`src/rtl/bpf_fwd_pkg.sv`:
```
// Shared types and helpers for the BPF forwarder: FSM states, default widths
// and the final-beat byte-enable mask.
package bpf_fwd_pkg;

  localparam int FWD_ADDR_WIDTH = 10;
  localparam int FWD_LEN_WIDTH  = FWD_ADDR_WIDTH + 3;

  typedef enum logic [1:0] {
    IDLE,
    RUN,
    DONE,
    WAIT_LOW
  } fwd_state_e;

  // rem = len mod 8; a partial final beat keeps the top rem bytes (byte 0 is MSB).
  function automatic logic [7:0] keep_mask(input logic [2:0] rem);
    logic [7:0] m;
    case (rem)
      3'd0:    m = 8'hFF;
      3'd1:    m = 8'h80;
      3'd2:    m = 8'hC0;
      3'd3:    m = 8'hE0;
      3'd4:    m = 8'hF0;
      3'd5:    m = 8'hF8;
      3'd6:    m = 8'hFC;
      default: m = 8'hFE;
    endcase
    return m;
  endfunction

endpackage

```
`src/rtl/bpf_fwd_skid.sv`:
```
// Two-entry FIFO between the packet-memory read port and the output stream.
// The head entry drives the stream outputs and only changes when popped.
module bpf_fwd_skid (
  input  logic        clk,
  input  logic        rst,
  input  logic        i_push,
  input  logic [63:0] i_data,
  input  logic [7:0]  i_keep,
  input  logic        i_last,
  input  logic        i_pop,
  output logic        o_valid,
  output logic [63:0] o_data,
  output logic [7:0]  o_keep,
  output logic        o_last,
  output logic [1:0]  o_count
);

  logic [63:0] r_data [2];
  logic [7:0]  r_keep [2];
  logic [1:0]  r_last;
  logic        r_wptr;
  logic        r_rptr;
  logic [1:0]  r_count;
  logic        w_push;
  logic        w_pop;

  assign w_push = i_push && (r_count != 2'd2);
  assign w_pop  = i_pop && (r_count != 2'd0);

  always_ff @(posedge clk or negedge rst) begin
    if (!rst) begin
      for (int i = 0; i < 2; i++) begin
        r_data[i] <= '0;
        r_keep[i] <= '0;
      end
      r_last  <= '0;
      r_wptr  <= 1'b0;
      r_rptr  <= 1'b0;
      r_count <= 2'd0;
    end else begin
      if (w_push) begin
        r_data[r_wptr] <= i_data;
        r_keep[r_wptr] <= i_keep;
        r_last[r_wptr] <= i_last;
        r_wptr         <= ~r_wptr;
      end
      if (w_pop) r_rptr <= ~r_rptr;
      case ({w_push, w_pop})
        2'b10:   r_count <= r_count + 2'd1;
        2'b01:   r_count <= r_count - 2'd1;
        default: r_count <= r_count;
      endcase
    end
  end

  assign o_valid = (r_count != 2'd0);
  assign o_data  = r_data[r_rptr];
  assign o_keep  = r_keep[r_rptr];
  assign o_last  = r_last[r_rptr];
  assign o_count = r_count;

endmodule

```
`src/rtl/bpf_forwarder.sv`:
```
// Reads an accepted packet out of packet memory and streams it as 64-bit beats,
// then releases the buffer with forwarder_done. BPF_FORWARDER_STATS_EN adds packet/byte counters.
//
// state    | meaning
// IDLE     | waiting for ready_for_forwarder, captures fwd_len
// RUN      | issuing reads and streaming beats until the last handshake
// DONE     | one-cycle forwarder_done pulse
// WAIT_LOW | waiting for ready_for_forwarder to drop before re-arming
module bpf_forwarder
  import bpf_fwd_pkg::*;
#(
  parameter int ADDR_WIDTH = FWD_ADDR_WIDTH,
  parameter int LEN_WIDTH  = ADDR_WIDTH + 3
) (
  input  logic                  clk,
  input  logic                  rst,
  input  logic                  ready_for_forwarder,
  input  logic [LEN_WIDTH-1:0]  fwd_len,
  output logic [ADDR_WIDTH-1:0] forwarder_rd_addr,
  output logic                  forwarder_rd_en,
  input  logic [63:0]           forwarder_rd_data,
  output logic                  forwarder_done,
  output logic [63:0]           m_tdata,
  output logic [7:0]            m_tkeep,
  output logic                  m_tlast,
  output logic                  m_tvalid,
  input  logic                  m_tready
`ifdef BPF_FORWARDER_STATS_EN
  ,
  output logic [31:0]           pkt_count,
  output logic [31:0]           byte_count
`endif
);

  localparam int BW = LEN_WIDTH + 1;

  fwd_state_e          r_state;
  fwd_state_e          w_next;
  logic [BW-1:0]       w_beats;
  logic [BW-1:0]       r_rd_left;
  logic [BW-1:0]       r_push_left;
  logic [ADDR_WIDTH-1:0] r_rd_addr;
  logic [2:0]          r_rem;
  logic                r_inflight;
  logic                w_start;
  logic                w_rd_en;
  logic                w_done;
  logic                w_pop;
  logic [1:0]          w_occ;
  logic [2:0]          w_credit;
  logic                w_push_last;
  logic [7:0]          w_push_keep;

  assign w_beats = ({1'b0, fwd_len} + BW'(7)) >> 3;
  assign w_pop   = m_tvalid && m_tready;

  // Counting this cycle's pop as free keeps one beat per cycle under full throughput.
  assign w_credit = {1'b0, w_occ} + {2'b00, r_inflight} - {2'b00, w_pop};

  always_ff @(posedge clk or negedge rst) begin
    if (!rst) r_state <= IDLE;
    else      r_state <= w_next;
  end

  always_comb begin
    w_next  = r_state;
    w_start = 1'b0;
    w_rd_en = 1'b0;
    w_done  = 1'b0;
    case (r_state)
      IDLE: begin
        if (ready_for_forwarder) begin
          w_start = 1'b1;
          w_next  = (w_beats == '0) ? DONE : RUN;
        end
      end
      RUN: begin
        w_rd_en = (r_rd_left != '0) && (w_credit < 3'd2);
        if (w_pop && m_tlast) w_next = DONE;
      end
      DONE: begin
        w_done = 1'b1;
        w_next = WAIT_LOW;
      end
      WAIT_LOW: begin
        if (!ready_for_forwarder) w_next = IDLE;
      end
      default: w_next = IDLE;
    endcase
  end

  always_ff @(posedge clk or negedge rst) begin
    if (!rst) begin
      r_rd_left   <= '0;
      r_push_left <= '0;
      r_rd_addr   <= '0;
      r_rem       <= '0;
      r_inflight  <= 1'b0;
    end else begin
      r_inflight <= w_rd_en;
      if (w_start) begin
        r_rd_left   <= w_beats;
        r_push_left <= w_beats;
        r_rd_addr   <= '0;
        r_rem       <= fwd_len[2:0];
      end else begin
        if (w_rd_en) begin
          r_rd_left <= r_rd_left - BW'(1);
          r_rd_addr <= r_rd_addr + ADDR_WIDTH'(1);
        end
        if (r_inflight) r_push_left <= r_push_left - BW'(1);
      end
    end
  end

  assign w_push_last = (r_push_left == BW'(1));
  assign w_push_keep = w_push_last ? keep_mask(r_rem) : 8'hFF;

  bpf_fwd_skid u_skid (
    .clk     (clk),
    .rst     (rst),
    .i_push  (r_inflight),
    .i_data  (forwarder_rd_data),
    .i_keep  (w_push_keep),
    .i_last  (w_push_last),
    .i_pop   (w_pop),
    .o_valid (m_tvalid),
    .o_data  (m_tdata),
    .o_keep  (m_tkeep),
    .o_last  (m_tlast),
    .o_count (w_occ)
  );

  assign forwarder_rd_en   = w_rd_en;
  assign forwarder_rd_addr = r_rd_addr;
  assign forwarder_done    = w_done;

`ifdef BPF_FORWARDER_STATS_EN
  logic [LEN_WIDTH-1:0] r_len;

  always_ff @(posedge clk or negedge rst) begin
    if (!rst) begin
      r_len      <= '0;
      pkt_count  <= '0;
      byte_count <= '0;
    end else begin
      if (w_start) r_len <= fwd_len;
      if (w_done) begin
        pkt_count  <= pkt_count + 32'd1;
        byte_count <= byte_count + 32'(r_len);
      end
    end
  end
`endif

endmodule

```
`config.mk`:
```
export PLATFORM = sky130hd
export DESIGN_NAME = bpf_forwarder
export DESIGN_NICKNAME = d
export VERILOG_FILES = /design/src/rtl/bpf_fwd_pkg.sv /design/src/rtl/bpf_fwd_skid.sv /design/src/rtl/bpf_forwarder.sv
export SDC_FILE = /design/constraint.sdc
export NUM_CORES = 1
export LEC_CHECK = 0
export ABC_AREA = 1
export BUFFER_PORTS_ARGS = -buffer_cell sky130_fd_sc_hd__clkbuf_2
export CAP_MARGIN = 20
export CORE_MARGIN = 8
export CORE_UTILIZATION = 60
export DETAILED_ROUTE_END_ITERATION = 16
export MAX_ROUTING_LAYER = met4
export PLACE_DENSITY = 0.91
export SLEW_MARGIN = 20
export SYNTH_ARGS = -nofsm -noshare
export SYNTH_HDL_FRONTEND = slang
export SYNTH_HIERARCHICAL = 1
export SYNTH_SLANG_ARGS = --single-unit
```
`constraint.sdc`:
```
create_clock -name clk -period 7.55 [get_ports clk]
set_clock_uncertainty 0.05 [all_clocks]
set_input_delay 0 -clock clk [delete_from_list [all_inputs] [get_ports clk]]
set_output_delay 0 -clock clk [all_outputs]
set_load 0.01 [all_outputs]
```
Word-level counts from Yosys, hierarchy flattened:

Cells that the tools add are included.

* flip-flop bits (word level): 194
* output and inout bits: 86

* $add $sub $neg: 8
* magnitude comparators: 7
* equality and inequality tests: 16
* multiplexer cells: 35
* bitwise logic cells: 4
* reductions and logical operators: 16

Operators by type and width (number)
* 2-to-1 mux 64 bit: 4
* bitwise mux 128 bit: 1
* demux 64 bit (select 1 bit): 1
* 2-to-1 mux 14 bit: 4
* one-hot mux 7 bit (7 select lines): 1
* 2-to-1 mux 8 bit: 5
* subtractor 14 x 1 -> 14 bit (second input constant): 2
* 2-to-1 mux 10 bit: 2
* bitwise mux 16 bit: 1
* adder 13 x 3 -> 14 bit (second input constant): 1
* equality test 14 x 1 -> 1 bit (second input constant): 1
* zero test 14 bit: 1
* nonzero test 14 bit: 1
* adder 10 x 1 -> 10 bit (second input constant): 1
* equality test 3 bit (second input constant): 3
* demux 8 bit (select 1 bit): 1
* 2-to-1 mux 2 bit: 4
* inequality test 2 bit (second input constant): 4
* one-hot mux 2 bit (4 select lines): 1
* nonzero test 2 bit: 4
* logical AND 1 bit: 7
* 2-to-1 mux 1 bit: 7
* equality test 2 bit (second input constant): 3
* equality test 3 x 2 -> 1 bit (second input constant): 2
* other kinds (19): 24

Logic depth before layout (Yosys ltp):

* depth in word-level cells: 8
* depth in mapped cells: 17

Hierarchy:

The synthesis kept the hierarchy.

Modules (own cells, without submodules)
* bpf_fwd_skid: times used 1, cells an instance 913, area each 7196.9 sq um, seq. area each 3753.6 sq um
* bpf_forwarder: times used 1, cells an instance 422, area each 3015.4 sq um, seq. area each 1101.1 sq um

Worst setup path before layout:

OpenSTA, ideal clock, no wires.

* path type: register to register
* start: reg u_skid.r_count[1] (netlist: u_skid/o_count[1])
* end: reg r_rd_addr[6] (netlist: forwarder_rd_addr[6])
* setup time: 117 ps
* arrival time: 2609 ps
* data required time: 7383 ps
* slack: 4774 ps
* cell stages (with the launch flop): 17
* period minus slack after synthesis: 2776 ps
* cell sequence: dfrtp_1 -> inv_1 -> nand2_1 -> nand2_1 -> inv_1 -> ha_1 -> or2_2 -> fa_1 -> nand3_1 -> nor2_1 -> nand2_4 -> inv_4 -> nand2_2 -> nor3_2 -> nand2_1 -> nand2_1 -> nor2_1

* cells in the longest elaborated chain, start to end: 7
* elaborated cells between the ends (all ways): 8

RTL lines
* start: declaration: RTL line bpf_fwd_skid.sv:23 `logic [1:0] r_count;`
* start signal: assignment: RTL line bpf_fwd_skid.sv:49 `2'b10: r_count <= r_count + 2'd1;`
* start signal: assignment: RTL line bpf_fwd_skid.sv:50 `2'b01: r_count <= r_count - 2'd1;`
* start signal: assignment: RTL line bpf_fwd_skid.sv:51 `default: r_count <= r_count;`
* nonzero test 2 bit: RTL line bpf_fwd_skid.sv:56 `assign o_valid = (r_count != 2'd0);`
* via m_tvalid: RTL line bpf_forwarder.sv:26 `output logic m_tvalid,`
* logical AND 1 bit: RTL line bpf_forwarder.sv:55 `assign w_pop = m_tvalid && m_tready;`
* via w_pop: RTL line bpf_forwarder.sv:48 `logic w_pop;`
* subtractor 3 x 1 -> 3 bit: RTL line bpf_forwarder.sv:58 `assign w_credit = {1'b0, w_occ} + {2'b00, r_inflight} - {2'b00, w_pop};`
* < comparator 3 x 2 -> 1 bit: RTL line bpf_forwarder.sv:78 `w_rd_en = (r_rd_left != '0) && (w_credit < 3'd2);`
* logical AND 1 bit: RTL line bpf_forwarder.sv:78
* 2-to-1 mux 1 bit: RTL line bpf_forwarder.sv:70 `case (r_state)`
* via forwarder_rd_en: RTL line bpf_forwarder.sv:20 `output logic forwarder_rd_en,`
* nonzero test 2 bit (no line)
* end signal: assignment: RTL line bpf_forwarder.sv:109 `r_rd_addr <= r_rd_addr + ADDR_WIDTH'(1);`
* end: declaration: RTL line bpf_forwarder.sv:42 `logic [ADDR_WIDTH-1:0] r_rd_addr;`

The timed path passes the listed nets, and every way through them passes these cells.
A chain may end at the register's enable or synchronous reset.

Final worst setup path:

* start: reg r_inflight
* end: out forwarder_rd_en

* cells in the longest elaborated chain, start to end: 5

RTL lines
* start: declaration: RTL line bpf_forwarder.sv:44 `logic r_inflight;`
* start signal: assignment: RTL line bpf_forwarder.sv:100 `r_inflight <= w_rd_en;`
* adder 2 x 1 -> 3 bit: RTL line bpf_forwarder.sv:58
* subtractor 3 x 1 -> 3 bit: RTL line bpf_forwarder.sv:58
* < comparator 3 x 2 -> 1 bit: RTL line bpf_forwarder.sv:78
* logical AND 1 bit: RTL line bpf_forwarder.sv:78
* 2-to-1 mux 1 bit: RTL line bpf_forwarder.sv:70
* end: declaration: RTL line bpf_forwarder.sv:20

Every way passes these cells.

==> results summary <==
The flow ran to the end, and the final reports show no timing, DRC or antenna violations. Data on the critical path is required at its endpoint by 7.50 ns. The starting utilization of the core area came out at 61.4%.

The floorplan step defined a die boundary enclosing 0.0215 mm^2. The estimated wirelength of the detail-placed design is 17.1 mm. The number of antenna violations at the first check in global routing is 1.

Clock tree synthesis inserted a total of 17 buffers. The synthesized instance count came out at 1335. The type of the setup path with the least slack is reg2out. The first routing iteration left 1328 violations. The site row count is 47. The register clock-pin slew on the reported worst setup and hold paths came out at roughly 0.070 ns. The part of the Yosys area used for sequential elements came out at 47.5%.

The worst endpoint data arrival time came out at 3.30 ns. The share of synthesized registers carrying an async set or reset is 100%. The final-report hold violation count came out at 0. The max capacitance violation total is 0. Dividing the detail-routed via count by the number of cells gives just under 6. The die span in x is 146 um.

The buffer type at the clock tree root is clkbuf_16. Averaged over all synthesized cells, the footprint is 7.65 um^2. The relative max-transition margin came out at 32.7%. The clock period minus final worst setup slack is roughly 3.4 ns. Once the clock tree was built, the setup fixing pass inserted 0 buffers. STA classifies the critical path startpoint as a flop. Fill cells in the final layout number 1154. The total I/O pin count is 167. The first global-routing pass estimated 49.7 mm of wire. The setup TNS came out at 0 ns.

The count of distinct cell types in the synthesized netlist is 41. After layout, the worst path uses 44.4% of the clock period. Entering global routing, the biggest net connects between 100 and 150 pins.

The number of sinks handled by clock tree synthesis is 194. The via total after detailed routing came out at 10293. The buffer depth of the longest clock path came out at 2. Among all flip-flop cells after synthesis, the most frequent one is dfrtp_1.

Setup repair after global routing left no endpoint under its margin. The H-tree was split into 4 levels. The count of pins over their slew limit came out at 0.

The remaining antenna violation count came out at 0. For this run, the number of Yosys warnings is 6. The tightest min-delay check is of the in2reg type. The remaining global-route overflow came out at 0. The worst hold slack is 0.0253 ns. The count of nets after finishing is around 1600. The total DRC errors in the routed layout is 0. The flop and latch count out of synthesis is 194. Summed over all cells, the static leakage comes to 6.51 nW. The fraction of layout cells with a size suffix above 1 came out at 15.7%.

The CTS tree is yes. The number of global-route vias before repair was 9995. In the final routed layout, each cell accounts on average for 17.1 um. The summed instance area of the synthesized netlist came out at 0.0102 mm^2.

The number of detailed-route iterations in the first pass is 5. The overall global routing resource usage came out at 28.6%. The end-of-flow core utilization is 73.8%.

The count of final setup violators came out at 0. The vertical die dimension is 146 um. The routability congestion estimate is 0.928.

The area of the placeable core is about 0.017 mm^2. The total wire length after detailed routing is 29.9 mm. The number of buffers inserted by port buffering is around 170. The maximum net fanout on the critical path is 90. The clock reaches the later pin of the worst-skew pair after roughly 0.44 ns. The area growth from synthesis to layout is 20.2%.

The power density of the placed cells came out at 421 mW/mm^2. The number of synthesized flops with an enable pin is 0. At the pin with the least slew margin, the transition time is 1.01 ns. The peak clock frequency supported by timing came out at 298 MHz. The category of the worst setup path capture point is an output port.

VDD sags by at most 0.279 mV.
-- area by class of cell --
type / instances / area (um^2) / share of cell area, %
Tap cell: 220 / 275 / 2.24
Antenna cell: 1 / 2.50 / 0.0204
Inverter: 74 / 280 / 2.28
Timing Repair Buffer: 253 / 1690 / 13.8
Multi-Input combinational cell: 979 / 4550 / 37.0
Clock buffer: 17 / 425 / 3.47
Clock inverter: 15 / 196 / 1.60
Sequential cell: 194 / 4860 / 39.6
-- power breakdown --
part	internal, W	switching (W)	leakage [nW]
registers	0.00152	0.000358	2.36
clock network	0.000532	0.000426	0.295
logic	0.000763	0.00156	3.85
total	0.00282	0.00235	6.51
-- metrics by stage --
stage / worst slack, ns / power [W] / std cells / area (um^2)
finish: 4.20 / 0.00517 / 1753 / 12300
global route: 3.97 / 0.00554 / 1753 / 12300
CTS: 4.22 / 0.00509 / 1752 / 12300
detailed placement: 4.33 / 0.00409 / 1643 / 10900
global placement: 4.44 / 0.00400 / 1643 / 10900
floorplan: 4.77 / 0.00338 / 1336 / 10200
-- repair_timing --
item,CTS,global route
gates resized for setup,0,0
hold buffers,77,0
endpoints found under the setup margin,0,0
hold endpoints to repair,278,0
-- placed cells by master, fill, tap and decap left out, types with 2 or more instances in the layout --
master,n
nand2_1,610
dlygate4sd3_1,77
ha_1,12
o211ai_1,5
clkbuf_2,165
conb_1,2
nand4_1,156
bufinv_16,3
clkbuf_16,17
nand3_1,24
nand2_2,5
dfrtp_1,191
xnor2_1,3
a21oi_1,16
dfrtp_2,2
inv_8,2
inv_1,67
o21ai_0,26
o21a_1,2
nand3b_1,3
inv_2,6
nor2_1,57
clkinv_4,2
o21ai_1,5
nor2_2,5
o221ai_1,2
nand3_2,3
nor3_1,7
xor2_1,6
a22oi_1,2
a31oi_1,10
o31ai_1,4
nand2_4,3
inv_6,5
buf_4,9
nor3_2,3
clkinvlp_4,3
-- path summary, 6_finish.rpt --
| check | startpoint | endpoint | slack [ns] | cells after the start |
|---|---|---|---|---|
| worst min register to register | u_skid/r_data[24] | u_skid/r_data[24] | 0.42 | 2 |
| worst max-delay path | r_inflight | forwarder_rd_en | 4.20 | 8 |
| worst min-delay path | fwd_len[10] | r_push_left[7] | 0.03 | 5 |
| min in group asynchronous | rst | u_skid/r_data[65] | 0.17 | 2 |
| worst max register to register | r_inflight | forwarder_rd_addr[7] | 4.23 | 10 |
| max in group asynchronous | rst | r_inflight | 5.83 | 3 |
-- state kept, by name, summed over array words and instances, names as in the netlist --
| signal | flops |
|---|---|
| u_skid/r_keep | 16 |
| r_push_left | 14 |
| r_rd_left | 14 |
| u_skid/r_last | 2 |
| forwarder_rd_addr | 10 |
| u_skid/o_count | 2 |
| u_skid/r_data | 128 |
| r_rem | 3 |
| r_inflight | 1 |
| r_state | 2 |
| u_skid/r_rptr | 1 |
| u_skid/r_wptr | 1 |
-- worst max-delay path: stages (launching register included) --
cell	delay (ns)
dfrtp_4	1.04
inv_1	0.25
or2_2	0.35
fa_1	0.49
nand3_1	0.07
nor2_1	0.18
nand2_4	0.17
inv_4	0.14
clkbuf_2	0.15
-- cells by family (layout without fill, tap and decap cells) --
group,after synthesis,count (layout),share of synthesized area [%]
AOI/OAI and AO/OA,75,75,4.36
xor gates and xnor gates,9,9,0.772
adders and majority gates,13,13,1.67
buffers and inverters,163,359,7.99
DFF,194,194,47.5
other,1,3,0.0367
and+or+nand+nor,880,880,37.6
-- Yosys cell counts, types with 2 or more instances --
| master | count | area (um^2) |
|---|---|---|
| o21a_1 | 2 | 15.0 |
| o221ai_1 | 2 | 17.5 |
| xnor2_1 | 3 | 26.3 |
| nand3b_1 | 3 | 22.5 |
| a31oi_1 | 10 | 62.6 |
| nor3_2 | 3 | 30.0 |
| inv_1 | 68 | 255 |
| nand3_1 | 24 | 120 |
| o21ai_0 | 26 | 130 |
| nor2_2 | 5 | 31.3 |
| clkbuf_1 | 7 | 26.3 |
| nor3_1 | 7 | 35.0 |
| nor2_1 | 57 | 214 |
| nand4_1 | 156 | 976 |
| o21ai_1 | 5 | 25.0 |
| nand2_2 | 5 | 31.3 |
| buf_4 | 15 | 113 |
| o211ai_1 | 5 | 37.5 |
| ha_1 | 12 | 150 |
| buf_2 | 56 | 280 |
| dfrtp_1 | 194 | 4850 |
| a22oi_1 | 2 | 15.0 |
| inv_2 | 5 | 18.8 |
| a21oi_1 | 16 | 80.1 |
| nand3_2 | 3 | 30.0 |
| nand2_4 | 3 | 33.8 |
| nand2_1 | 610 | 2290 |
| xor2_1 | 6 | 52.6 |
| buf_6 | 10 | 113 |
| o31ai_1 | 4 | 30.0 |
-- routing by layer --
metal	part of all wire (%)	routed length, um	track usage [%]	vias up
met4	3.0	904	12.0	0
met3	9.3	2770	5.72	98
met1	39	11700	35.3	4862
met5	0	0	-	-
met2	49	14600	45.4	604
li1	-	-	-	4729
Power figures use the tool's default switching activity.
